--- src/rtl/aud_pack_pkg.sv ---
// Shared definitions for the audio sample packer: lane math, pad sample,
// lane index type and configuration sanity check.
package aud_pack_pkg;

   // Wide enough for up to 256 lanes per packed word.
   localparam int LANE_IDX_W = 8;

   typedef logic [LANE_IDX_W-1:0] lane_idx_t;

   function automatic int lanes_of(input int fw, input int dw);
      return fw / dw;
   endfunction

   // PWM midscale for an unsigned sample of width dw.
   function automatic logic [63:0] pad_sample(input int dw);
      return 64'd1 << (dw - 1);
   endfunction

   function automatic bit cfg_ok(input int fw, input int dw);
      return (dw > 0) && (fw >= dw) && ((fw % dw) == 0)
         && ((fw / dw) <= (1 << LANE_IDX_W));
   endfunction

endpackage

--- src/rtl/aud_word_fifo.sv ---
// Synchronous first-word-fall-through FIFO for packed audio words.
// Ports: clk, rst (async, high), wr_en/wr_data, rd_en/rd_data (zero when
// empty), empty, full, level (words held).
module aud_word_fifo #(
   parameter int WIDTH = 32,
   parameter int DEPTH = 8
) (
   input  logic                   clk,
   input  logic                   rst,
   input  logic                   wr_en,
   input  logic [WIDTH-1:0]       wr_data,
   input  logic                   rd_en,
   output logic [WIDTH-1:0]       rd_data,
   output logic                   empty,
   output logic                   full,
   output logic [$clog2(DEPTH):0] level
);

   localparam int AW = $clog2(DEPTH);

   logic [AW:0]      wr_ptr_q, wr_ptr_d;
   logic [AW:0]      rd_ptr_q, rd_ptr_d;
   logic [WIDTH-1:0] mem_q [DEPTH];
   logic             do_wr, do_rd;

   assign empty = (wr_ptr_q == rd_ptr_q);
   // Same slot, opposite lap: writer is a full lap ahead.
   assign full  = (wr_ptr_q[AW] != rd_ptr_q[AW])
               && (wr_ptr_q[AW-1:0] == rd_ptr_q[AW-1:0]);
   assign level = wr_ptr_q - rd_ptr_q;

   assign do_wr = wr_en && !full;
   assign do_rd = rd_en && !empty;

   assign wr_ptr_d = do_wr ? wr_ptr_q + 1'b1 : wr_ptr_q;
   assign rd_ptr_d = do_rd ? rd_ptr_q + 1'b1 : rd_ptr_q;

   assign rd_data = empty ? '0 : mem_q[rd_ptr_q[AW-1:0]];

   always_ff @(posedge clk or posedge rst) begin
      if (rst) begin
         wr_ptr_q <= '0;
         rd_ptr_q <= '0;
      end else begin
         wr_ptr_q <= wr_ptr_d;
         rd_ptr_q <= rd_ptr_d;
      end
   end

   always_ff @(posedge clk) begin
      if (do_wr) begin
         mem_q[wr_ptr_q[AW-1:0]] <= wr_data;
      end
   end

endmodule

--- src/rtl/aud_sample_packer.sv ---
// Packs DATA_WIDTH-bit audio samples into FIFO_DATA_WIDTH-bit words (earliest
// sample in the lowest lane) and buffers them in a FWFT FIFO for the PWM stage.
// Ports: clk, rst (async, high); s_data/s_valid/s_ready sample input; flush
// closes a partial word with midscale padding; rd_en/fifo_rd_data/aud_en/level
// read side; underrun pulses on a read of an empty FIFO.
// Option AUD_PACK_UNDERRUN_CNT_EN adds the saturating 16-bit underrun_cnt.
module aud_sample_packer
   import aud_pack_pkg::*;
#(
   parameter int DATA_WIDTH      = 8,
   parameter int FIFO_DATA_WIDTH = 32,
   parameter int FIFO_DEPTH      = 8
) (
   input  logic                         clk,
   input  logic                         rst,
   input  logic [DATA_WIDTH-1:0]        s_data,
   input  logic                         s_valid,
   output logic                         s_ready,
   input  logic                         flush,
   input  logic                         rd_en,
   output logic [FIFO_DATA_WIDTH-1:0]   fifo_rd_data,
   output logic                         aud_en,
   output logic [$clog2(FIFO_DEPTH):0]  level,
   output logic                         underrun
`ifdef AUD_PACK_UNDERRUN_CNT_EN
   ,
   output logic [15:0]                  underrun_cnt
`endif
);

   localparam int LANES = lanes_of(FIFO_DATA_WIDTH, DATA_WIDTH);
   localparam lane_idx_t LAST = lane_idx_t'(LANES - 1);
   localparam logic [DATA_WIDTH-1:0] PAD =
      DATA_WIDTH'(pad_sample(DATA_WIDTH));

   if (!cfg_ok(FIFO_DATA_WIDTH, DATA_WIDTH)) begin : g_cfg_err
      $error("FIFO_DATA_WIDTH must be a multiple of DATA_WIDTH");
   end

   lane_idx_t                  lane_q, lane_d, lane_adv;
   logic [FIFO_DATA_WIDTH-1:0] asm_q, asm_d;
   logic                       flush_pend_q, flush_pend_d;

   logic                       full, empty;
   logic                       lane_last, accept;
   logic                       push_norm, push_flush, wr_en;
   logic [FIFO_DATA_WIDTH-1:0] word_in, pad_word, wr_data;

   assign lane_last  = (lane_q == LAST);
   // Only the last lane needs FIFO space; earlier lanes never stall.
   assign s_ready    = !flush_pend_q && (!lane_last || !full);
   assign accept     = s_valid && s_ready;
   assign push_norm  = accept && lane_last;
   assign push_flush = flush_pend_q && !full;
   assign wr_en      = push_norm || push_flush;

   // Assembly register with the sample accepted this cycle merged in.
   always_comb begin
      word_in = asm_q;
      if (accept) begin
         word_in[int'(lane_q)*DATA_WIDTH +: DATA_WIDTH] = s_data;
      end
   end

   // Lanes at or above the fill point hold stale data; replace with midscale.
   always_comb begin
      pad_word = asm_q;
      for (int i = 0; i < LANES; i++) begin
         if (lane_idx_t'(i) >= lane_q) begin
            pad_word[i*DATA_WIDTH +: DATA_WIDTH] = PAD;
         end
      end
   end

   always_comb begin
      lane_adv = lane_q;
      if (accept) begin
         lane_adv = lane_last ? '0 : lane_q + lane_idx_t'(1);
      end
      lane_d       = push_flush ? '0 : lane_adv;
      asm_d        = word_in;
      flush_pend_d = flush_pend_q;
      if (push_flush) begin
         flush_pend_d = 1'b0;
      end else if (flush && (lane_adv != '0)) begin
         flush_pend_d = 1'b1;
      end
      wr_data = push_flush ? pad_word : word_in;
   end

   always_ff @(posedge clk or posedge rst) begin
      if (rst) begin
         lane_q       <= '0;
         asm_q        <= '0;
         flush_pend_q <= 1'b0;
      end else begin
         lane_q       <= lane_d;
         asm_q        <= asm_d;
         flush_pend_q <= flush_pend_d;
      end
   end

   aud_word_fifo #(
      .WIDTH (FIFO_DATA_WIDTH),
      .DEPTH (FIFO_DEPTH)
   ) u_fifo (
      .clk     (clk),
      .rst     (rst),
      .wr_en   (wr_en),
      .wr_data (wr_data),
      .rd_en   (rd_en),
      .rd_data (fifo_rd_data),
      .empty   (empty),
      .full    (full),
      .level   (level)
   );

   assign aud_en   = !empty;
   assign underrun = rd_en && empty;

`ifdef AUD_PACK_UNDERRUN_CNT_EN
   logic [15:0] urun_cnt_q, urun_cnt_d;

   assign urun_cnt_d = (underrun && (urun_cnt_q != 16'hFFFF))
                     ? urun_cnt_q + 16'd1 : urun_cnt_q;

   always_ff @(posedge clk or posedge rst) begin
      if (rst) begin
         urun_cnt_q <= '0;
      end else begin
         urun_cnt_q <= urun_cnt_d;
      end
   end

   assign underrun_cnt = urun_cnt_q;
`endif

endmodule

--- config.mk ---
export PLATFORM = sky130hd
export DESIGN_NAME = aud_sample_packer
export DESIGN_NICKNAME = d
export VERILOG_FILES = /design/src/rtl/aud_pack_pkg.sv /design/src/rtl/aud_word_fifo.sv /design/src/rtl/aud_sample_packer.sv
export SDC_FILE = /design/constraint.sdc
export NUM_CORES = 1
export LEC_CHECK = 0
export CAP_MARGIN = 15
export CORE_MARGIN = 1
export CORE_UTILIZATION = 50
export DETAILED_ROUTE_END_ITERATION = 7
export GPL_ROUTABILITY_DRIVEN = 0
export PLACE_DENSITY = 0.68
export SETUP_SLACK_MARGIN = 0.3
export SLEW_MARGIN = 20
export SYNTH_ARGS = -nofsm -noshare
export SYNTH_HDL_FRONTEND = slang
export SYNTH_SLANG_ARGS = --single-unit
--- constraint.sdc ---
create_clock -name clk -period 7.6 [get_ports clk]
set_input_delay 1.52 -clock clk [delete_from_list [all_inputs] [get_ports clk]]
set_output_delay 1.52 -clock clk [all_outputs]
set_load 0.005 [all_outputs]
==> results of run 1 <==
==> power by group <==
part / total (mW) / switching, mW / internal (mW) / leakage [nW]
logic: 2.27 / 1.22 / 1.05 / 1.76
registers: 2.44 / 0.157 / 2.28 / 2.99
clock network: 1.48 / 0.599 / 0.880 / 0.481
==> per-layer routing <==
layer	routed length [microns]	vias to the layer above
met3	1435	47
met4	530	0
met2	13220	214
li1	-	3199
met5	0	-
met1	11940	3654
==> Yosys cell counts (all sizes together) (7+ instances only) <==
cell type,count
a21oi,40
buf,19
clkbuf,25
dfrtp,49
edfxtp,256
ha,9
inv,27
mux2,22
mux2i,29
mux4,64
nand2,122
nand3,9
nor2,12
nor3,11
o211ai,7
o21ai,26
xnor2,11
==> flip-flops by register name, summed over array words and instances, names as in the netlist <==
| signal | cells |
|---|---|
| u_fifo.mem_q | 256 |
| asm_q | 32 |
| lane_q | 8 |
| u_fifo.rd_ptr_q | 4 |
| u_fifo.wr_ptr_q | 4 |
| flush_pend_q | 1 |
==> final cells by class <==
class | count | area, sq um | share of cell area [%]
multi-input cells | 430 | 3820 | 25.66
flip-flops and latches | 305 | 8919 | 59.92
repair buffers | 67 | 630.6 | 4.237
inverters | 27 | 102.6 | 0.6893
clock buffers | 37 | 798.3 | 5.363
clock inverters | 19 | 198.9 | 1.337
diodes | 1 | 2.502 | 0.01681
well taps | 330 | 412.9 | 2.774
==> how the worst min path moves through the flow <==
| stage | start | to | slack [ps] | cells past startpoint |
|---|---|---|---|---|
| final | asm_q[31]$_DFF_PP0_ | asm_q[31]$_DFF_PP0_ | 490 | 1 |
| after global routing | asm_q[11]$_DFF_PP0_ | asm_q[11]$_DFF_PP0_ | 500 | 1 |
| after CTS | asm_q[31]$_DFF_PP0_ | asm_q[31]$_DFF_PP0_ | 490 | 1 |
| after detailed placement | asm_q[31]$_DFF_PP0_ | asm_q[31]$_DFF_PP0_ | 480 | 1 |
| after global placement | asm_q[31]$_DFF_PP0_ | asm_q[31]$_DFF_PP0_ | 460 | 1 |
| after floorplan | asm_q[31]$_DFF_PP0_ | asm_q[31]$_DFF_PP0_ | 450 | 1 |
==> cells by family after synthesis <==
logic type,count (synthesis)
xor+xnor,17
mux,115
simple gates,194
fa+ha+maj,10
compound gates,94
buf+inv,71
flops,305
==> per-stage QoR <==
stage               hold slack (ps)  worst slack (ps)  instances  cell area (sq um)  utilization (%)
finish                        485.1              2390       1216              14880            58.77
global route                  503.2              2065       1215              14880            58.76
CTS                           490.8              2345       1215              14880            58.75
detailed placement            476.3              2915       1159              13880            54.82
global placement              458.4              3011       1159              13880            54.82
floorplan                     448.4              1656        806              12980                -
==> results.md, run 1 <==
- Detailed routing inserted a total of 7114 vias.
- The adder and majority cell fraction of the synthesized area is 1.021%.
- After synthesis, the share of cell area in mux cells is 15.33%.
- The detailed-route wire length is 27130 microns.
- Input and output buffers added on the ports amount to 51.
- The number of flops mapped to enable cells by yosys is 256.
- For the worst setup path, the data arrival time is 3690 ps.
- The category of the critical setup timing path is reg2out.
- The largest area contributor in the synthesized netlist is edfxtp_1.
- Across every metal layer, demand over resource in global routing totals 21.34%.
- The root buffer selected by CTS is clkbuf_16.
- Clock tree synthesis inserted a total of 30 buffers.
- The die covers 26620 sq um.
- The max-cap check violation count is 0.
- The initial detailed-routing violation count is 574.
- The synthesized netlist devotes 4.500% of its cell area to compound gates.
- The fraction of synthesis flops using an asynchronous set or reset pin is 16.07%.
- Clock skew on the completed layout was measured at 6.073 ps.
- Global routing consumed, on the met2 layer, 34.88% of the routing resources.
- In this run the number of cells on the critical path is 8.
- Once the clock tree was built, the setup fixing pass inserted 0 buffers.
- The width of the chip is 163.1 microns.
- IR analysis of the VDD net gives a maximum drop of 0.0003227 V.
- The simple logic cell fraction of the synthesized area is 7.083%.
- The kind of capture point of the worst setup path is an output port.
- The slack of the worst reg-to-reg path is 3320 ps.
- The detailed-routing iteration count for the pre-antenna-repair pass is 5.
- The effective utilization at floorplan is 51.26%.
- The clock slew at the register clock pins of the worst setup and hold paths is 60 ps.
- Buffers inserted to repair hold after CTS numbered 0.
- The number of top-level pins is 52.
- The total buffers and inverters traversed by the critical path is 5.
- The sequential share of the synthesized area is 68.65%.
- The transition time of the tightest slew-check pin is 1030 ps.
- The startpoint type of the worst setup path is a flop.
- The worst hold path belongs to the class reg2reg.
- For this run, global-route usage on met3 was measured as 3.301%.
- The share of the synthesized netlist area taken by xor and xnor gates is 1.147%.
- The share of cells above drive strength 1 is 16.61%.
- In the final routed layout, each cell accounts on average for 22.31 microns.
- Measured along the y axis, the die boundary spans 163.1 microns.
- The most used flip-flop cell after synthesis is edfxtp_1.
- In this run the worst setup path terminates at aud_en.
- The clock passes through at most 3 buffers.
- Of all nets on the critical path, the largest fanout is 35.
- The number of gates resized after CTS was 0.
- Setup total negative slack on the finished layout was measured at 0 ps.
- In this run the biggest area consumer among cell types represents 59.21% of the synthesized area.
- The count of filler cells inserted in the layout is 1846.
- Walking the worst path, the cells encountered are buf_4, inv_1, ha_1, and3_1, and2_1, buf_4, inv_1, clkdlybuf4s50_1.
- After synthesis, the mean cell area works out to 16.11 sq um.
- The net count of the mapped netlist is 829.
- The critical path's largest stage delay is 600 ps.
- met2 is the most crowded layer.
- Setup violations remaining at the end of the flow were counted as 0.
- For this run, the post-layout net count is 884.
- In this run the cell area of the synthesized design comes to 12980 sq um.
- The area added between synthesis and finish is 14.64%.
- The clock insertion delay at the later pin of the skew report is 550 ps.
- The slowest stage cell on the critical path is and2_1.
- The most frequent standard cell in the layout excluding fill and tap cells is edfxtp_1.
- The startpoint identified for the worst register-to-register timing path is lane_q[3]$_DFF_PP0_.
- The leakage power of the design is 5.223 nW.
- The number of antenna violations at the first check in global routing is 0.
- The CTS tree is built.
- The reg-to-reg endpoint is u_fifo.mem_q[3][9]$_DFFE_PP_.
- In this run the power density over the cells is 416.0 nW/um^2.
- In the synthesized netlist, the number of instances is 806.
- Once detailed placement completed, the half-perimeter wirelength came to 15890 microns.
- The first global-routing pass estimated 42350 microns of wire.
- The number of global-route vias before repair is 7351.
- Headroom to the max-slew limit came out at 31.33%.
- Total power for the finished layout comes to 6.192 mW.
- After floorplanning, the core was sized to cover 25330 sq um.
- In the global route stage, met1 resource usage came out at 30.00%.
- The final antenna-violating net count is 0.
- Leaving out fill and tap cells, the most frequent cells in the layout are edfxtp_1 (256), nand2_1 (122), mux4_2 (64).
- Dividing the detail-routed via count by the number of cells gives 5.850.
- Setup repair after global routing left no endpoint under its margin.
- The final period demand of the worst path is 5210 ps.
- By area, the combinational part of the netlist is dominated by multiplexers.
- The most critical setup path has its startpoint at u_fifo.rd_ptr_q[2]$_DFFE_PP0P_.
- The post-synthesis cell type count is 56.
- STA puts the critical path data required time at 6080 ps.
- In the post-synthesis netlist, the biggest area contributors are edfxtp_1 (59%), mux4_2 (11%), dfrtp_1 (9.4%).
- In the routed design, unresolved DRC markers number 0.
- The largest net degree at the start of global routing is 69.
- The total number of yosys warnings is 0.
- In this run, synthesis produced a sequential element count of 305.
- The total congestion overflow after global routing is 0.
- The final cycle utilization of the critical path is 68.55%.
- The clock sink total is 305.
- Grouping stages by cell kind, the critical path spends the most delay in buffers and inverters.
- The flow ran to the end, and the final reports show no timing, DRC or antenna violations.
- CTS built an H-tree with a depth of 1.
- The initialized floorplan defines 58 standard-cell rows.
- The cell depth of the worst flop-to-flop path is 8.
- Static timing analysis puts the maximum clock frequency at 0.1919 GHz.
- The final hold violation count is 0.
- The final number of max-transition violations is 0.
No activity file was read; power rests on OpenSTA's default activity.
==> run 2, diff against run 1 <==
==> constraint.sdc (replaced) <==
create_clock -name clk -period 5.1 [get_ports clk]
set_input_delay 1.02 -clock clk [delete_from_list [all_inputs] [get_ports clk]]
set_output_delay 1.02 -clock clk [all_outputs]
set_load 0.005 [all_outputs]
==> run 2 against run 1 <==
  * Combinational power increased by 55%
  * Global-route usage increased by 0.42 points
  * Sequential share of layout area decreased by 0.61 points
  * Flip-flop and latch count unchanged
  * First-iteration DRC count increased by 25%
  * Clock power increased by 54%
  * Register-to-register slack got worse by 2600 ps
  * Wire length increased by 3.5%
  * Cell area increased by 1.0%
  * Clock skew increased by 14 ps
  * Non-clock buffer count increased by 2
==> results.md, run 2 (same netlist as run 1, synthesis figures left out) <==
- The worst hold path belongs to the class reg2reg.
- The internal power is 6.375 mW.
- The number of top-level pins is 52.
- In this run the remaining antenna-violating nets after routing total 0.
- After detailed routing, the total wire length is 28060 microns.
- The library cell used most frequently in the layout, excluding fill and tap cells, is edfxtp_1.
- The initial detailed-routing violation count is 718.
- Setup violations remaining at the end of the flow were counted as 0.
- Global routing used 21.77% of the available tracks.
- The area of the die is 26620 sq um.
- The clock sink total is 305.
- The area added between synthesis and finish is 15.81%.
- The initial utilization of the core area, before any placement, comes to 51.26%.
- Setup repair after global routing left no endpoint under its margin.
- The smallest hold slack is 490.9 ps.
- For this design the total switching power over the nets is 3.051 mW.
- The cell row count is 58.
- For the worst setup path, the data arrival time is 3460 ps.
- The number of antenna violations at the first check in global routing is 0.
- The worst relative slew slack is 30.17%.
- The root buffer selected by CTS is clkbuf_16.
- In this run the static leakage power is 5.299 nW.
- The maximum clock frequency is 0.2232 GHz.
- The post-detailed-placement half-perimeter wirelength is 16530 microns.
- The final number of max-transition violations is 0.
- The share of total power in sequential cells is 38.6%.
- The final cycle utilization of the critical path is 87.84%.
- The final period demand of the worst path is 4480 ps.
- The number of levels the H-tree was split into is 1.
- The critical path in this run is classified as reg2out.
- The share of total power in the clock network is 24.2%.
- Of the total power, combinational logic draws 37.2%.
- The core region is 25330 sq um.
- After global routing the overflow that remains totals 0.
- The flow ran to the end, and the final reports show no timing, DRC or antenna violations.
- The kind of capture point of the worst setup path is an output port.
- The count of hold buffers inserted by post-cts repair is 0.
- The maximum buffer depth of the clock tree is 3.
- The number of global-route vias before repair is 7294.
- Across the VDD grid, the largest voltage drop is 0.0005660 V.
- Power spread over the standard cell area amounts to 626.9 nW/um^2.
- The die outline height is 163.1 microns.
- After detailed routing, the number of vias per cell comes to 6.063.
- The number of antenna diodes is 0.
- At the pin with the least slew margin, the transition time is 1047 ps.
- Along the worst path, the maximum fanout reaches 24.
- The detailed-routing iteration count for the pre-antenna-repair pass is 5.
- The TritonCTS buffer count is 31.
- The max-cap check violation count is 0.
- The filler cells instantiated in the layout total 1837.
- Measured along the x axis, the die boundary spans 163.1 microns.
- Net switching is 32.37% of the power.
- The worst endpoint required time is 4080 ps.
- The final hold violation count came to 0.
- The CTS tree is built.
- In the layout the commonest cells are edfxtp_1 (256), nand2_1 (122), mux4_2 (64).
- The worst setup path is launched from a flop.
- After detailed routing, the average wire length per cell comes to 23.04 microns.
- In the final design database the tool counted 887 nets.
- For the final routed database, the setup TNS stands at 0 ps.
- The via total after detailed routing is 7385.
- The largest net degree at the start of global routing is 69.
- The clock insertion delay at the later pin of the skew report is 560 ps.
- The first global-routing pass estimated 43080 microns of wire.
- After detailed routing, the number of remaining DRC violations is 0.
- The number of flip-flops in the largest register is 256.
- In this run the tool buffered the top-level ports with 51 buffer cells.
- After clock tree synthesis, the clock-pin slew on the worst setup and hold paths is 60 ps.
- The share of cells above drive strength 1 is 17.79%.
- Across the routed clock network, the largest skew measured is 20.22 ps.
[run 2: cell type report]
type | instances | area [sq um] | share of cell area, %
clock inverter | 18 | 203.9 | 1.356
tap | 330 | 412.9 | 2.746
timing repair buffer | 69 | 708.2 | 4.710
sequential | 305 | 8919 | 59.31
multi-input combinational | 430 | 3855 | 25.64
inverter | 27 | 102.6 | 0.6823
clock buffer | 39 | 835.8 | 5.558
[run 2: stage by stage]
stage	worst slack (ps)	total power [mW]	instance area (sq um)	utilization [%]	instances
3_3_place_gp	876.9	7.075	13970	55.18	1160
5_1_grt	436.9	9.912	15040	59.37	1218
2_1_floorplan	188.3	5.710	13010	-	806
3_5_place_dp	783.2	7.184	13970	55.18	1160
6_report	620.3	9.426	15040	59.37	1218
4_1_cts	331.7	9.472	15010	59.28	1217
[run 2: final timing paths]
path,start,to,slack (ps),cells past startpoint
min in group asynchronous,rst,u_fifo.wr_ptr_q[2]$_DFFE_PP0P_,930,2
min,asm_q[18]$_DFF_PP0_,asm_q[18]$_DFF_PP0_,490,1
max reg2reg,lane_q[3]$_DFF_PP0_,u_fifo.mem_q[3][9]$_DFFE_PP_,710,8
max,u_fifo.wr_ptr_q[0]$_DFFE_PP0P_,aud_en,620,7
max in group asynchronous,rst,u_fifo.rd_ptr_q[0]$_DFFE_PP0P_,3520,2
min reg2reg,asm_q[18]$_DFF_PP0_,asm_q[18]$_DFF_PP0_,490,1
[run 2: power groups by stage]
stage                     Clock, mW  Sequential, mW  Combinational (mW)
after floorplan                   0            3.56                2.15
after global routing           2.42            3.68                3.81
final                          2.28            3.64                3.51
after global placement            0            3.69                3.39
after detailed placement          0            3.73                3.46
after CTS                      2.32            3.67                3.48
[run 2: timing repair]
action | in CTS | in global routing
endpoints found under the setup margin | 0 | 24
resized for setup | 0 | 1
setup buffers | 0 | 1
endpoints found under the hold margin | 0 | 0
[run 2: metal layers]
metal	global-route usage, %	vias up	part of all wire, %
met1	31.54	3823	43
met2	34.67	293	48
met5	0	-	0
met4	6.245	0	2.2
met3	2.895	56	5.9
li1	-	3213	-
[run 2: worst max-delay path: stages (launching register included)]
cell and delay (ps):
dfrtp_1 580, inv_1 220, ha_1 350, and3_1 280, and2_2 420, buf_4 390, inv_1 150, clkdlybuf4s50_1 470
